File: config.mk
export PLATFORM = sky130hd
export DESIGN_NAME = noc_traffic_gen
export DESIGN_NICKNAME = d
export VERILOG_FILES = /design/src/rtl/noc_pkg.sv /design/src/rtl/noc_lfsr32.sv /design/src/rtl/noc_traffic_gen.sv
export SDC_FILE = /design/constraint.sdc
export NUM_CORES = 1
export LEC_CHECK = 0
export ABC_AREA = 1
export CAP_MARGIN = 30
export CELL_PAD_IN_SITES_DETAIL_PLACEMENT = 0
export CELL_PAD_IN_SITES_GLOBAL_PLACEMENT = 1
export CORE_UTILIZATION = 38
export DETAILED_ROUTE_END_ITERATION = 6
export GPL_TIMING_DRIVEN = 1
export PLACE_DENSITY_LB_ADDON = 0.3
export SYNTH_ARGS = -nofsm -noshare
export SYNTH_HDL_FRONTEND = slang
export SYNTH_SLANG_ARGS = --single-unit
File: constraint.sdc
create_clock -name clk -period 4.85 [get_ports clk]
set_input_delay 0.7275 -clock clk [delete_from_list [all_inputs] [get_ports clk]]
set_output_delay 0.7275 -clock clk [all_outputs]
set_load 0.01 [all_outputs]
File: src/rtl/noc_pkg.sv
// Shared types and helpers for the NoC traffic generator.
// Holds the flit-type and FSM-state enums, default field widths, the packed
// flit layout for the default configuration and the LFSR step function.
package noc_pkg;

  localparam int unsigned DEF_FLIT_W  = 64;
  localparam int unsigned DEF_COORD_W = 2;
  localparam int unsigned FTYPE_W     = 2;
  localparam int unsigned PKT_ID_W    = 16;
  localparam int unsigned FLIT_IDX_W  = 8;
  localparam int unsigned DEF_PAYLOAD_W = DEF_FLIT_W - 2 * DEF_COORD_W - FTYPE_W;

  // Galois taps for x^32 + x^22 + x^2 + x + 1, right-shifting form
  localparam logic [31:0] LFSR_TAPS = 32'h8020_0003;

  typedef enum logic [FTYPE_W-1:0] {
    FT_HEAD   = 2'b00,
    FT_BODY   = 2'b01,
    FT_TAIL   = 2'b10,
    FT_SINGLE = 2'b11
  } flit_type_e;

  typedef enum logic [2:0] {
    ST_IDLE,
    ST_HEAD,
    ST_BODY,
    ST_TAIL,
    ST_GAP,
    ST_DONE
  } state_e;

  // Flit layout, MSB first, for the default widths
  typedef struct packed {
    logic [DEF_COORD_W-1:0]   x_dest;
    logic [DEF_COORD_W-1:0]   y_dest;
    flit_type_e               ftype;
    logic [DEF_PAYLOAD_W-1:0] payload;
  } flit_t;

  // One LFSR advance
  function automatic logic [31:0] lfsr_step(input logic [31:0] v);
    return v[0] ? ((v >> 1) ^ LFSR_TAPS) : (v >> 1);
  endfunction

endpackage

File: src/rtl/noc_lfsr32.sv
// 32-bit Galois LFSR, loads seed on reset and advances once per adv cycle.
// Ports: clk, rst (async, active-high), adv (advance enable),
//        seed (reset value, must be nonzero), value (current state).
module noc_lfsr32
  import noc_pkg::*;
(
  input  logic        clk,
  input  logic        rst,
  input  logic        adv,
  input  logic [31:0] seed,
  output logic [31:0] value
);

  always_ff @(posedge clk or posedge rst) begin
    if (rst) begin
      value <= seed;
    end else if (adv) begin
      value <= lfsr_step(value);
    end
  end

endmodule

File: src/rtl/noc_traffic_gen.sv
// Wormhole traffic generator driving one router input port.
// Emits packets of head/body/tail (or single) flits carrying a fixed or
// LFSR-random X/Y destination and a self-checking payload, honouring
// buffer_on_in backpressure.
// Ports: clk, rst (async, active-high), start (run pulse), stop (level,
//        ends run after current tail), dest_mode/dest_x/dest_y (destination
//        select), flit_out/valid_out (flit channel), buffer_on_in (downstream
//        ready), busy, done, pkt_count (tails accepted), stall_count.
// Build option: define NOC_TRAFFIC_GEN_STALL_CNT_EN to build the stall
// counter; otherwise stall_count is tied to zero.
module noc_traffic_gen
  import noc_pkg::*;
#(
  parameter int unsigned             FLIT_WIDTH  = DEF_FLIT_W,
  parameter int unsigned             COORD_WIDTH = DEF_COORD_W,
  parameter int unsigned             PKT_LEN     = 4,
  parameter int unsigned             NUM_PKTS    = 16,
  parameter int unsigned             GAP_CYCLES  = 0,
  parameter logic [COORD_WIDTH-1:0]  X_CURRENT   = COORD_WIDTH'(1),
  parameter logic [COORD_WIDTH-1:0]  Y_CURRENT   = COORD_WIDTH'(1),
  parameter logic [31:0]             SEED        = 32'h1
) (
  input  logic                   clk,
  input  logic                   rst,
  input  logic                   start,
  input  logic                   stop,
  input  logic                   dest_mode,
  input  logic [COORD_WIDTH-1:0] dest_x,
  input  logic [COORD_WIDTH-1:0] dest_y,
  output logic [FLIT_WIDTH-1:0]  flit_out,
  output logic                   valid_out,
  input  logic                   buffer_on_in,
  output logic                   busy,
  output logic                   done,
  output logic [15:0]            pkt_count,
  output logic [31:0]            stall_count
);

  localparam int unsigned PAYLOAD_W    = FLIT_WIDTH - 2 * COORD_WIDTH - FTYPE_W;
  localparam int unsigned LFSR_FIELD_W = PAYLOAD_W - PKT_ID_W - FLIT_IDX_W;
  localparam logic [FLIT_IDX_W-1:0] LAST_IDX   = FLIT_IDX_W'(PKT_LEN - 1);
  localparam logic [7:0]            GAP_LAST   = 8'(GAP_CYCLES - 1);
  localparam logic [15:0]           PKT_TARGET = 16'(NUM_PKTS);
  localparam flit_type_e            HEAD_TYPE  = (PKT_LEN == 1) ? FT_SINGLE : FT_HEAD;

  state_e                  state;
  logic [FLIT_IDX_W-1:0]   flit_idx;
  logic [7:0]              gap_cnt;
  logic [COORD_WIDTH-1:0]  dest_x_q;
  logic [COORD_WIDTH-1:0]  dest_y_q;

  logic                    accept;
  logic [31:0]             lfsr_val;
  logic [31:0]             lfsr_fmt;
  logic [COORD_WIDTH-1:0]  head_x;
  logic [COORD_WIDTH-1:0]  head_y;
  logic [15:0]             pkt_count_inc;
  logic [15:0]             head_id;
  logic [FLIT_IDX_W-1:0]   nxt_idx;
  logic                    nxt_is_tail;
  logic                    last_pkt;
  logic                    start_ok;
  logic                    eop;
  logic                    form_head;
  logic [FLIT_WIDTH-1:0]   head_flit;
  logic [FLIT_WIDTH-1:0]   cont_flit;

  // Assemble one flit from its fields
  function automatic logic [FLIT_WIDTH-1:0] make_flit(
    input logic [COORD_WIDTH-1:0] fx,
    input logic [COORD_WIDTH-1:0] fy,
    input flit_type_e             ft,
    input logic [15:0]            id,
    input logic [FLIT_IDX_W-1:0]  idx,
    input logic [31:0]            lv
  );
    logic [PAYLOAD_W-1:0] pl;
    pl = '0;
    pl[PAYLOAD_W-1 -: PKT_ID_W] = id;
    if (ft == FT_HEAD || ft == FT_SINGLE) begin
      pl[PAYLOAD_W-PKT_ID_W-FLIT_IDX_W-1 -: 2*COORD_WIDTH] = {X_CURRENT, Y_CURRENT};
    end else begin
      pl[PAYLOAD_W-PKT_ID_W-1 -: FLIT_IDX_W] = idx;
      pl[LFSR_FIELD_W-1:0] = LFSR_FIELD_W'(lv);
    end
    return {fx, fy, ft, pl};
  endfunction

  noc_lfsr32 u_lfsr (
    .clk   (clk),
    .rst   (rst),
    .adv   (accept),
    .seed  (SEED),
    .value (lfsr_val)
  );

  assign accept = valid_out & buffer_on_in;

  // A flit formed on an accept edge sees the post-advance LFSR value, so the
  // value embedded in a flit equals the LFSR state while that flit is shown.
  assign lfsr_fmt = accept ? lfsr_step(lfsr_val) : lfsr_val;

  assign head_x = dest_mode ? dest_x : lfsr_fmt[COORD_WIDTH-1:0];
  assign head_y = dest_mode ? dest_y : lfsr_fmt[2*COORD_WIDTH-1 -: COORD_WIDTH];

  assign pkt_count_inc = pkt_count + 16'd1;
  assign last_pkt      = ((NUM_PKTS != 0) && (pkt_count_inc == PKT_TARGET)) || stop;
  assign nxt_idx       = flit_idx + FLIT_IDX_W'(1);
  assign nxt_is_tail   = (nxt_idx == LAST_IDX);

  assign start_ok  = (state == ST_IDLE || state == ST_DONE) && start;
  assign eop       = accept && (state == ST_TAIL || (state == ST_HEAD && PKT_LEN == 1));
  assign form_head = start_ok
                   || (eop && !last_pkt && GAP_CYCLES == 0)
                   || (state == ST_GAP && gap_cnt == GAP_LAST);

  // Candidate next flits: a new head, or the next body/tail of this packet
  always_comb begin
    head_id = pkt_count_inc;
    if (state == ST_IDLE || state == ST_DONE) begin
      head_id = '0;
    end else if (state == ST_GAP) begin
      head_id = pkt_count;
    end
    head_flit = make_flit(head_x, head_y, HEAD_TYPE, head_id, '0, lfsr_fmt);
    cont_flit = make_flit(dest_x_q, dest_y_q, nxt_is_tail ? FT_TAIL : FT_BODY,
                          pkt_count, nxt_idx, lfsr_fmt);
  end

  // Packet sequencing FSM with registered outputs
  always_ff @(posedge clk or posedge rst) begin
    if (rst) begin
      state     <= ST_IDLE;
      flit_out  <= '0;
      valid_out <= 1'b0;
      busy      <= 1'b0;
      done      <= 1'b0;
      pkt_count <= '0;
      flit_idx  <= '0;
      gap_cnt   <= '0;
      dest_x_q  <= '0;
      dest_y_q  <= '0;
    end else begin
      case (state)
        ST_IDLE, ST_DONE: begin
          if (start) begin
            pkt_count <= '0;
            busy      <= 1'b1;
            done      <= 1'b0;
          end
        end
        ST_HEAD, ST_BODY, ST_TAIL: begin
          if (accept) begin
            if (eop) begin
              pkt_count <= pkt_count_inc;
              if (last_pkt) begin
                valid_out <= 1'b0;
                busy      <= 1'b0;
                done      <= 1'b1;
                state     <= ST_DONE;
              end else if (!form_head) begin
                valid_out <= 1'b0;
                gap_cnt   <= '0;
                state     <= ST_GAP;
              end
            end else begin
              flit_out <= cont_flit;
              flit_idx <= nxt_idx;
              state    <= nxt_is_tail ? ST_TAIL : ST_BODY;
            end
          end
        end
        ST_GAP: begin
          gap_cnt <= gap_cnt + 8'd1;
        end
        default: begin
          state <= ST_IDLE;
        end
      endcase

      // Head formation overrides the per-state updates above
      if (form_head) begin
        flit_out  <= head_flit;
        valid_out <= 1'b1;
        flit_idx  <= '0;
        dest_x_q  <= head_x;
        dest_y_q  <= head_y;
        state     <= ST_HEAD;
      end
    end
  end

`ifdef NOC_TRAFFIC_GEN_STALL_CNT_EN
  // Saturating count of cycles a valid flit waits on downstream
  always_ff @(posedge clk or posedge rst) begin
    if (rst) begin
      stall_count <= '0;
    end else if (start_ok) begin
      stall_count <= '0;
    end else if (valid_out && !buffer_on_in && stall_count != '1) begin
      stall_count <= stall_count + 32'd1;
    end
  end
`else
  assign stall_count = '0;
`endif

endmodule

==> results.json, run 1 <==
{
  "die-area_sq_um": 17230,
  "critPathKind": "input port to flip-flop",
  "p_leak_uw": 0.003867,
  "max_slew_margin_pct": 34.46,
  "yosys.cell_types.count": 35,
  "crit_slowest_cell": "nor3_2",
  "drc": 0,
  "grt_max_degree": 76,
  "antenna_found_initial": 0,
  "root_buffer": "clkbuf_16",
  "setup_ws_ns": 1.828,
  "clockBufferDepth": 2,
  "route.antenna.remaining_nets": 0,
  "netlist_area_sq_um": 6351,
  "hold_buffers": 0,
  "fin_crit_ns": 3.022,
  "gp_congestion": 0.8105,
  "tightest_slew_ns": 0.9831,
  "hold_path.class": "flip-flop to flip-flop",
  "min_from": "flit_out[16]",
  "period_share_pct": 62.30,
  "critPathRequiredTime_ns": 5.15,
  "setup_viol_count_final": 0,
  "grt_pass1_vias": 5150,
  "endpoint_kind": "flip-flop",
  "crit_start": "buffer_on_in",
  "ir_worst_vdd_v": 0.0003149,
  "nets": 873,
  "rsz0062_at_grt": "no",
  "die_h_um": 131.3,
  "worstPathArrival_ns": 3.32,
  "grtUsageTotal_pct": 18.63,
  "drtIter0Drc": 254,
  "slowest_delay_ns": 0.50,
  "status": "complete, no violations",
  "cts.sinks": 129,
  "syn-instance-count": 783,
  "place_worst_setup_slack_ns": 1.367,
  "slew_viol_final": 0,
  "crit_path_start_kind": "input port",
  "reg2reg_from": "state[2]",
  "skew_ns": 0.006427,
  "dr.pass1.iters": 5,
  "gr-total-overflow": 0,
  "setup_tns_ns": 0,
  "path_clk_slew_ns": 0.06,
  "fp.dieW_um": 131.3,
  "syn_area_per_cell_sq_um": 8.111,
  "cp_max_fo": 30,
  "coreArea_sq_um": 16120,
  "diodes": 0,
  "syn_to_final_growth_pct": 22.60,
  "portBuffers": 91,
  "cts_setup_buffers": 0,
  "cts_buffers": 17,
  "wl_per_cell_um": 13.81,
  "num_vias": 5137,
  "num_rows": 46,
  "cap_violations": 0,
  "pin_count": 125,
  "crit_chain": "clkdlybuf4s50_1 -> nand2_1 -> nor3_2 -> nor3_1 -> nand2_1 -> buf_4 -> inv_1 -> buf_4 -> o21ai_0 -> nor2_1",
  "routed_via_density": 4.726,
  "ys_warn_count": 0,
  "fmax_mhz": 330.9,
  "clock_latency_ns": 0.42,
  "dp_hpwl_um": 10060,
  "power_density_nw_per_um2": 592.3,
  "p_total_uw": 4612,
  "post_cts_resized": 0,
  "htreeDepth": 4,
  "cts_tree": "yes",
  "finalHoldWorstSlack_ns": 0.4680,
  "grt_first_pass_wirelength_um": 25740,
  "drive_gt1_share_pct": 6.315,
  "ys_seq_area_share_pct": 50.85,
  "floorplan.initialDensity_pct": 39.41,
  "ys_seq_elements": 129,
  "routed_wirelength_um": 15010,
  "hold_viol": 0
}
state kept, by name, summed over array words and instances (netlist names):
signal        count
busy              1
dest_x_q          2
dest_y_q          2
done              1
flit_idx          7
flit_out         56
gap_cnt           8
pkt_count        16
state             3
u_lfsr.value     32
valid_out         1
synth_stat cells (all sizes together):
master  number  area, sq um
a21oi       20        103.9
xnor2        8        70.07
buf         61        461.7
o22ai       17        106.4
xor2         9        78.83
nor2        36        152.7
clkbuf      15        56.30
dfstp        1        26.28
nand2      308         1166
conb         1        3.750
nand3b       4        30.03
ha           5        62.56
dfrtp      128         3203
a31oi        2        12.51
o21ai       34        170.2
nand4        8        50.05
nand3       50        285.3
clkinv       2        7.510
inv         64        242.7
and2         4        25.02
nor3         5        30.03
and3         1        6.260
critical path: cells and delay by family:
kind | cells | cell delay (ns)
AOI/OAI and AO/OA | 1 | 0.19
buffers and inverters | 4 | 1.31
and+or+nand+nor | 5 | 1.07
where the power goes:
part | total [uW] | switching [uW] | internal [uW] | leakage, uW
clock network | 1220 | 508 | 712 | 0.000268
registers | 1670 | 238 | 1440 | 0.00171
logic | 1720 | 1030 | 687 | 0.00189
area by class of cell:
class / instances / area (sq um)
tap: 216 / 270.3
clock buffer: 18 / 429.2
fill: 1543 / 8329
timing repair buffer: 100 / 998.5
sequential: 129 / 3229
multi-input combinational: 544 / 2474
clock inverter: 14 / 132.6
inverter: 66 / 252.7
logic make-up after synthesis:
family	count (synthesis)	share of synthesized area (%)
other	1	0.05904
adder cells (fa/ha/maj)	5	0.9850
buffers and inverters	142	12.10
XOR/XNOR	17	2.344
AO/OA/AOI/OAI	73	6.186
AND/OR/NAND/NOR	416	27.48
flip-flops	129	50.85
metrics by stage:
step	std cells	instance area, sq um	utilization (%)
finish	1087	7786	48.32
global route	1087	7786	48.32
CTS	1086	7759	48.14
detailed placement	1054	7197	44.66
global placement	1054	7197	44.66
floorplan	815	6471	-
worst paths after layout:
check                                    end  slack [ns]  cells past startpoint
worst max-delay path            flit_out[59]        1.83                     10
worst min-delay path            flit_out[16]        0.47                      2
worst max register to register  flit_out[45]        1.92                     11
worst min register to register  flit_out[16]        0.47                      2
max in group asynchronous           state[2]        3.37                      4
min in group asynchronous        flit_idx[2]        0.52                      2
routing by layer:
| metal | share of wire [%] | routed length (um) | GRT usage (%) |
|---|---|---|---|
| met1 | 47 | 7094 | 24.16 |
| met5 | 0 | 0 | 0 |
| met4 | 1.1 | 170 | 6.202 |
| met3 | 4.3 | 649 | 4.475 |
| met2 | 47 | 7098 | 30.50 |
cell usage in the layout (no fill, tap or decap), drive strengths merged, types with 2 or more instances in the layout:
| master | synthesis | layout |
|---|---|---|
| inv | 64 | 69 |
| nand3 | 50 | 50 |
| clkdlybuf4s50 | 0 | 91 |
| conb | 1 | 33 |
| clkinv | 2 | 7 |
| buf | 61 | 9 |
| clkbuf | 15 | 18 |
| xor2 | 9 | 9 |
| nand4 | 8 | 8 |
| ha | 5 | 5 |
| o21ai | 34 | 34 |
| nor2 | 36 | 36 |
| dfrtp | 128 | 128 |
| nand3b | 4 | 4 |
| clkinvlp | 0 | 3 |
| nand2 | 308 | 308 |
| a31oi | 2 | 2 |
| o22ai | 17 | 17 |
| and2 | 4 | 4 |
| xnor2 | 8 | 8 |
| nor3 | 5 | 5 |
| a21oi | 20 | 20 |
(Power assumes the default switching activity.)
==> run 2: changes to the inputs <==
==> constraint.sdc (replaced) <==
create_clock -name clk -period 3.05 [get_ports clk]
set_input_delay 0.4575 -clock clk [delete_from_list [all_inputs] [get_ports clk]]
set_output_delay 0.4575 -clock clk [all_outputs]
set_load 0.01 [all_outputs]
==> results.json, run 2 (same netlist as run 1, synthesis figures left out) <==
{
  "status": "complete, no violations",
  "path_common_cell": "nand2_1",
  "crit_chain": "ha_1 -> nand3_2 -> nor2_1 -> nand4_1 -> nand2_1 -> nand2_1 -> nor2_1 -> nand3_2 -> nand3_4 -> nand3_4 -> inv_4 -> nand2_1 -> nand2_1",
  "grt_pass1_vias": 5160,
  "fmax_mhz": 373.3,
  "grt_max_degree": 130,
  "hold_depth": 1,
  "syn_to_final_growth_pct": 23.19,
  "setup_tns_ns": 0,
  "wl_per_cell_um": 13.85,
  "cap_violations": 0,
  "endpoint_kind": "flip-flop",
  "routed_via_density": 4.684,
  "hold_viol": 0,
  "die-area_sq_um": 17230,
  "path_clk_slew_ns": 0.06,
  "endpoint": "flit_out[5]",
  "num_rows": 46,
  "stdcell_count": 1088,
  "pin_count": 125,
  "placedCellCount": 1056,
  "period_share_pct": 87.84,
  "routed_wirelength_um": 15070,
  "reg2reg_depth": 13,
  "fp.dieW_um": 131.3,
  "portBuffers": 91,
  "final_cell_mix": "nand2_1 (306), dfrtp_1 (128), clkdlybuf4s50_1 (91), inv_1 (61), nand3_1 (46)",
  "cts.sinks": 129,
  "route.antenna.remaining_nets": 0,
  "root_buffer": "clkbuf_16",
  "gr-total-overflow": 0,
  "grt_first_pass_wirelength_um": 25610,
  "rrSetupSlack_ns": 0.37,
  "worstPathArrival_ns": 3.03,
  "nets": 874,
  "floorplan.initialDensity_pct": 39.41,
  "cts_buffers": 17,
  "cp_max_fo": 53,
  "ir_worst_vdd_v": 0.0005102,
  "crit_path_start_kind": "flip-flop",
  "fin_crit_ns": 2.679,
  "critPathRequiredTime_ns": 3.40,
  "cts_setup_buffers": 0,
  "filler_cell_count": 1584,
  "dp_hpwl_um": 10100,
  "gp_congestion": 0.8347,
  "diodes": 0,
  "critPathKind": "flip-flop to flip-flop",
  "coreArea_sq_um": 16120,
  "hold_buffers": 0,
  "reg.largest.list": "flit_out x56, u_lfsr.value x32, pkt_count x16",
  "die_h_um": 131.3,
  "final_common_cell": "nand2_1",
  "clock_latency_ns": 0.42,
  "cts_tree": "yes",
  "reg2reg_from": "pkt_count[0]",
  "skew_ns": 0.007093,
  "power_density_nw_per_um2": 953.1,
  "grtUsageTotal_pct": 18.66,
  "clockBufferDepth": 2,
  "tightest_slew_ns": 0.7376,
  "crit_start": "pkt_count[0]",
  "largest_register_ffs": 56,
  "drive_gt1_share_pct": 6.422,
  "crit_slowest_cell": "dfrtp_1",
  "p_leak_uw": 0.003882,
  "max_slew_margin_pct": 50.71,
  "setup_viol_count_final": 0,
  "slew_viol_final": 0,
  "rsz0062_at_grt": "no",
  "drc": 0,
  "slowest_delay_ns": 0.48,
  "post_cts_resized": 0,
  "htreeDepth": 4,
  "dr.pass1.iters": 4,
  "antenna_found_initial": 0,
  "fin_util_pct": 48.55,
  "num_vias": 5096,
  "largest_register": "flit_out",
  "hold_path.class": "flip-flop to flip-flop",
  "drtIter0Drc": 387,
  "r2r_end": "flit_out[5]"
}
run 2: cell types whose count changed in the layout (fill, tap and decap cells not counted), sizes merged:
cell | before | now
inv | 69 | 65
clkbuf | 18 | 21
buf | 9 | 10
bufinv | 1 | 2
clkinv | 7 | 6
clkinvlp | 3 | 4
run 2: critical path: cells and delay by family, from the launching register on:
family | cells | cell delay, ns
flops | 1 | 0.48
buf+inv | 1 | 0.45
simple gates | 11 | 1.41
fa+ha+maj | 1 | 0.26
run 2: metrics by stage:
step | setup WS, ns | instance area [sq um] | hold WS [ns] | total power (uW)
3_5_place_dp | 0.3008 | 7226 | 0.4616 | 5459
3_3_place_gp | 0.3307 | 7226 | 0.4570 | 5391
6_report | 0.3709 | 7824 | 0.4710 | 7457
4_1_cts | 0.3363 | 7824 | 0.4775 | 7542
2_1_floorplan | 0.9981 | 6475 | 0.4458 | 4432
5_1_grt | 0.003060 | 7824 | 0.4951 | 7989
run 2: area by class of cell:
class	count	area, sq um	share of cell area [%]
flip-flops and latches	129	3229	41.28
multi-input cells	544	2474	31.62
repair buffers	101	998.5	12.76
clock buffers	21	470.5	6.013
well taps	216	270.3	3.454
inverters	66	254.0	3.246
clock inverters	11	127.6	1.631
run 2: per-layer routing:
| metal | global-route usage (%) | vias up | share of wire, % |
|---|---|---|---|
| met1 | 24.23 | 2403 | 47 |
| met4 | 6.589 | 0 | 1.7 |
| li1 | - | 2540 | - |
| met2 | 30.26 | 129 | 48 |
| met3 | 4.591 | 24 | 4.1 |
| met5 | 0 | - | 0 |
run 2: where the power goes:
part           total, uW  internal [uW]  switching (uW)
Clock               2030           1270             762
Combinational       2760           1110            1650
Sequential          2670           2280             381
Total               7460           4660            2790
run 2: worst min path at each step:
stage / start / to
floorplan: gap_cnt[7] / gap_cnt[7]
global placement: flit_out[58] / flit_out[58]
detailed placement: flit_out[25] / flit_out[25]
CTS: flit_out[8] / flit_out[8]
global route: flit_out[25] / flit_out[25]
finish: gap_cnt[7] / gap_cnt[7]
==> run 3: changes to the inputs <==
--- a/config.mk
+++ b/config.mk
@@ -5,11 +5,10 @@
 export SDC_FILE = /design/constraint.sdc
 export NUM_CORES = 1
 export LEC_CHECK = 0
-export ABC_AREA = 1
 export CAP_MARGIN = 30
 export CELL_PAD_IN_SITES_DETAIL_PLACEMENT = 0
 export CELL_PAD_IN_SITES_GLOBAL_PLACEMENT = 1
-export CORE_UTILIZATION = 38
+export CORE_UTILIZATION = 43
 export DETAILED_ROUTE_END_ITERATION = 6
 export GPL_TIMING_DRIVEN = 1
 export PLACE_DENSITY_LB_ADDON = 0.3
==> constraint.sdc (replaced) <==
create_clock -name clk -period 3.2 [get_ports clk]
set_input_delay 0.48 -clock clk [delete_from_list [all_inputs] [get_ports clk]]
set_output_delay 0.48 -clock clk [all_outputs]
set_load 0.01 [all_outputs]
==> results.json, run 3 <==
{
  "status": "complete, no violations",
  "netlist_area_sq_um": 6460,
  "yosysMostFrequentCell": "nand2_1",
  "use_met3_pct": 4.596,
  "rsz0062_at_grt": "no",
  "skew_ns": 0.01058,
  "filler_cell_count": 1300,
  "root_buffer": "clkbuf_16",
  "route.antenna.remaining_nets": 0,
  "finalHoldWorstSlack_ns": 0.4768,
  "clockBufferDepth": 2,
  "synth.largest_area_cell": "dfrtp_1",
  "routed_wirelength_um": 15040,
  "endpoint_kind": "flip-flop",
  "fmax_mhz": 342.9,
  "pin_count": 125,
  "grt_first_pass_wirelength_um": 24830,
  "yosys.cell_types.count": 52,
  "ys_seq_area_share_pct": 49.99,
  "floorplan.initialDensity_pct": 44.28,
  "wl_per_cell_um": 15.86,
  "antenna_found_initial": 0,
  "setup_viol_count_final": 0,
  "cts_tree": "yes",
  "power_density_nw_per_um2": 705.7,
  "syn-instance-count": 688,
  "critPathRequiredTime_ns": 3.49,
  "busiest_layer": "met2",
  "final_cell_mix": "nand2_1 (155), dfrtp_1 (128), clkdlybuf4s50_1 (91), nor2_1 (48), conb_1 (33)",
  "clock_latency_ns": 0.42,
  "hold_viol": 0,
  "htreeDepth": 4,
  "dr.pass1.iters": 5,
  "syn_area_per_cell_sq_um": 9.389,
  "cts.sinks": 129,
  "path_clk_slew_ns": 0.06,
  "grt_pass1_vias": 4819,
  "ys_seq_elements": 129,
  "die-area_sq_um": 15520,
  "cap_violations": 0,
  "dp_hpwl_um": 10160,
  "hold_path.class": "flip-flop to flip-flop",
  "placedCellCount": 914,
  "portBuffers": 91,
  "final_cell_area_sq_um": 7863,
  "critPathKind": "flip-flop to flip-flop",
  "gp_congestion": 0.8649,
  "crit_path_start_kind": "flip-flop",
  "grt_max_degree": 46,
  "coreArea_sq_um": 14590,
  "cp_max_fo": 12,
  "synth_commonest_cells": "nand2_1 (155), dfrtp_1 (128), buf_4 (52), nor2_1 (48)",
  "largest_register": "flit_out",
  "synth_flop_cell": "dfrtp_1",
  "die_h_um": 124.6,
  "ir_worst_vdd_v": 0.0005089,
  "syn_to_final_growth_pct": 21.71,
  "p_leak_uw": 0.003676,
  "routed_via_density": 5.251,
  "async_flop_share_pct": 100.0,
  "tightest_slew_ns": 0.6912,
  "fp.dieW_um": 124.6,
  "num_rows": 44,
  "nets": 768,
  "postPlaceCellArea_sq_um": 7271,
  "drc": 0,
  "fin_crit_ns": 2.916,
  "hold_buffers": 0,
  "stdcell_count": 948,
  "drtIter0Drc": 257,
  "worstPathArrival_ns": 3.21,
  "synth_enable_flop_cells": 0,
  "synth_area_leaders": "dfrtp_1 (50%), nand2_1 (9.0%), buf_4 (6.0%), mux2i_1 (3.4%), nor2_1 (2.8%)",
  "gr-total-overflow": 0,
  "grtUsageTotal_pct": 20.07,
  "ys_warn_count": 0,
  "yosysTopAreaCellShare_pct": 49.58,
  "reg.largest.list": "flit_out x56, u_lfsr.value x32, pkt_count x16",
  "drive_gt1_share_pct": 8.246,
  "max_slew_margin_pct": 53.92,
  "num_vias": 4978,
  "final_common_cell": "nand2_1",
  "p_total_uw": 5549,
  "cts_buffers": 17,
  "setup_tns_ns": 0,
  "globalRouteMet1Util_pct": 28.11,
  "diodes": 0,
  "met2_usage_pct": 30.65,
  "period_share_pct": 91.13,
  "slew_viol_final": 0,
  "largest_register_ffs": 56
}
==> run 3: cell count changes in the layout (fill, tap and decap cells not counted), sizes merged, moves of 14 or more <==
cell	before	now
and3	1	15
inv	65	7
mux2i	0	22
nand2	308	155
nand3	50	17
nor2	36	50
o22ai	17	0
==> run 3: path summary, 6_finish.rpt <==
| kind | cells after the start | from | to | slack, ns |
|---|---|---|---|---|
| worst max-delay path | 8 | pkt_count[0] | flit_out[48] | 0.28 |
| worst min-delay path | 1 | gap_cnt[6] | gap_cnt[6] | 0.48 |
| worst max register to register | 8 | pkt_count[0] | flit_out[48] | 0.28 |
| worst min register to register | 1 | gap_cnt[6] | gap_cnt[6] | 0.48 |
| max in group asynchronous | 3 | rst | flit_out[55] | 1.85 |
| min in group asynchronous | 2 | rst | u_lfsr.value[11] | 0.52 |
==> run 3: critical path, stage by stage (launching register included) <==
cell and delay (ns):
dfrtp_1 0.49, ha_1 0.33, and3_4 0.23, and3_1 0.24, nor4_1 0.45, o221a_4 0.41
nor2_2 0.15, a21o_1 0.20, a221o_1 0.30
==> run 3: kinds of logic (layout without fill, tap and decap cells) <==
logic type                 Yosys count  in the layout  share of synthesized area, %
AOI/OAI and AO/OA                  120            120                         13.04
xor gates and xnor gates            27             27                         3.661
adders and majority gates            5              5                        0.9684
buffers and inverters              104            148                         9.568
DFF                                129            129                         49.99
muxes                               23             23                         3.583
other                                1             33                       0.05805
and+or+nand+nor                    279            279                         19.14
==> run 3: cell type report <==
cell class	instances	area (sq um)	area share [%]
Inverter	7	30.03	0.3819
Multi-Input combinational cell	487	2743	34.88
Sequential cell	129	3229	41.07
Timing Repair Buffer	111	1086	13.81
Clock inverter	10	87.58	1.114
Clock buffer	20	456.7	5.808
Tap cell	184	230.2	2.928
==> run 3: metrics by stage <==
| step | setup slack (ns) | utilization, % |
|---|---|---|
| after floorplan | 0.5427 | - |
| after global placement | 0.3332 | 49.84 |
| after detailed placement | 0.2196 | 49.84 |
| after CTS | 0.2171 | 53.57 |
| after global routing | 0.03377 | 53.89 |
| final | 0.2839 | 53.89 |
==> run 3: routing by layer <==
layer	vias up	share of wire (%)
li1	2392	-
met1	2421	48
met2	154	46
met3	11	4.8
met4	0	1.2
met5	-	0
==> run 3: report_power, final <==
group	switching, uW	internal, uW	leakage, uW
Sequential	205	1820	0.00175
Combinational	1030	706	0.00166
Clock	689	1090	0.000268
Total	1930	3620	0.00368
==> run 3: repair_timing <==
item                                    in CTS  in global routing
endpoints found under the setup margin       0                 18
setup buffers                                0                  4
resized for setup                            0                  1
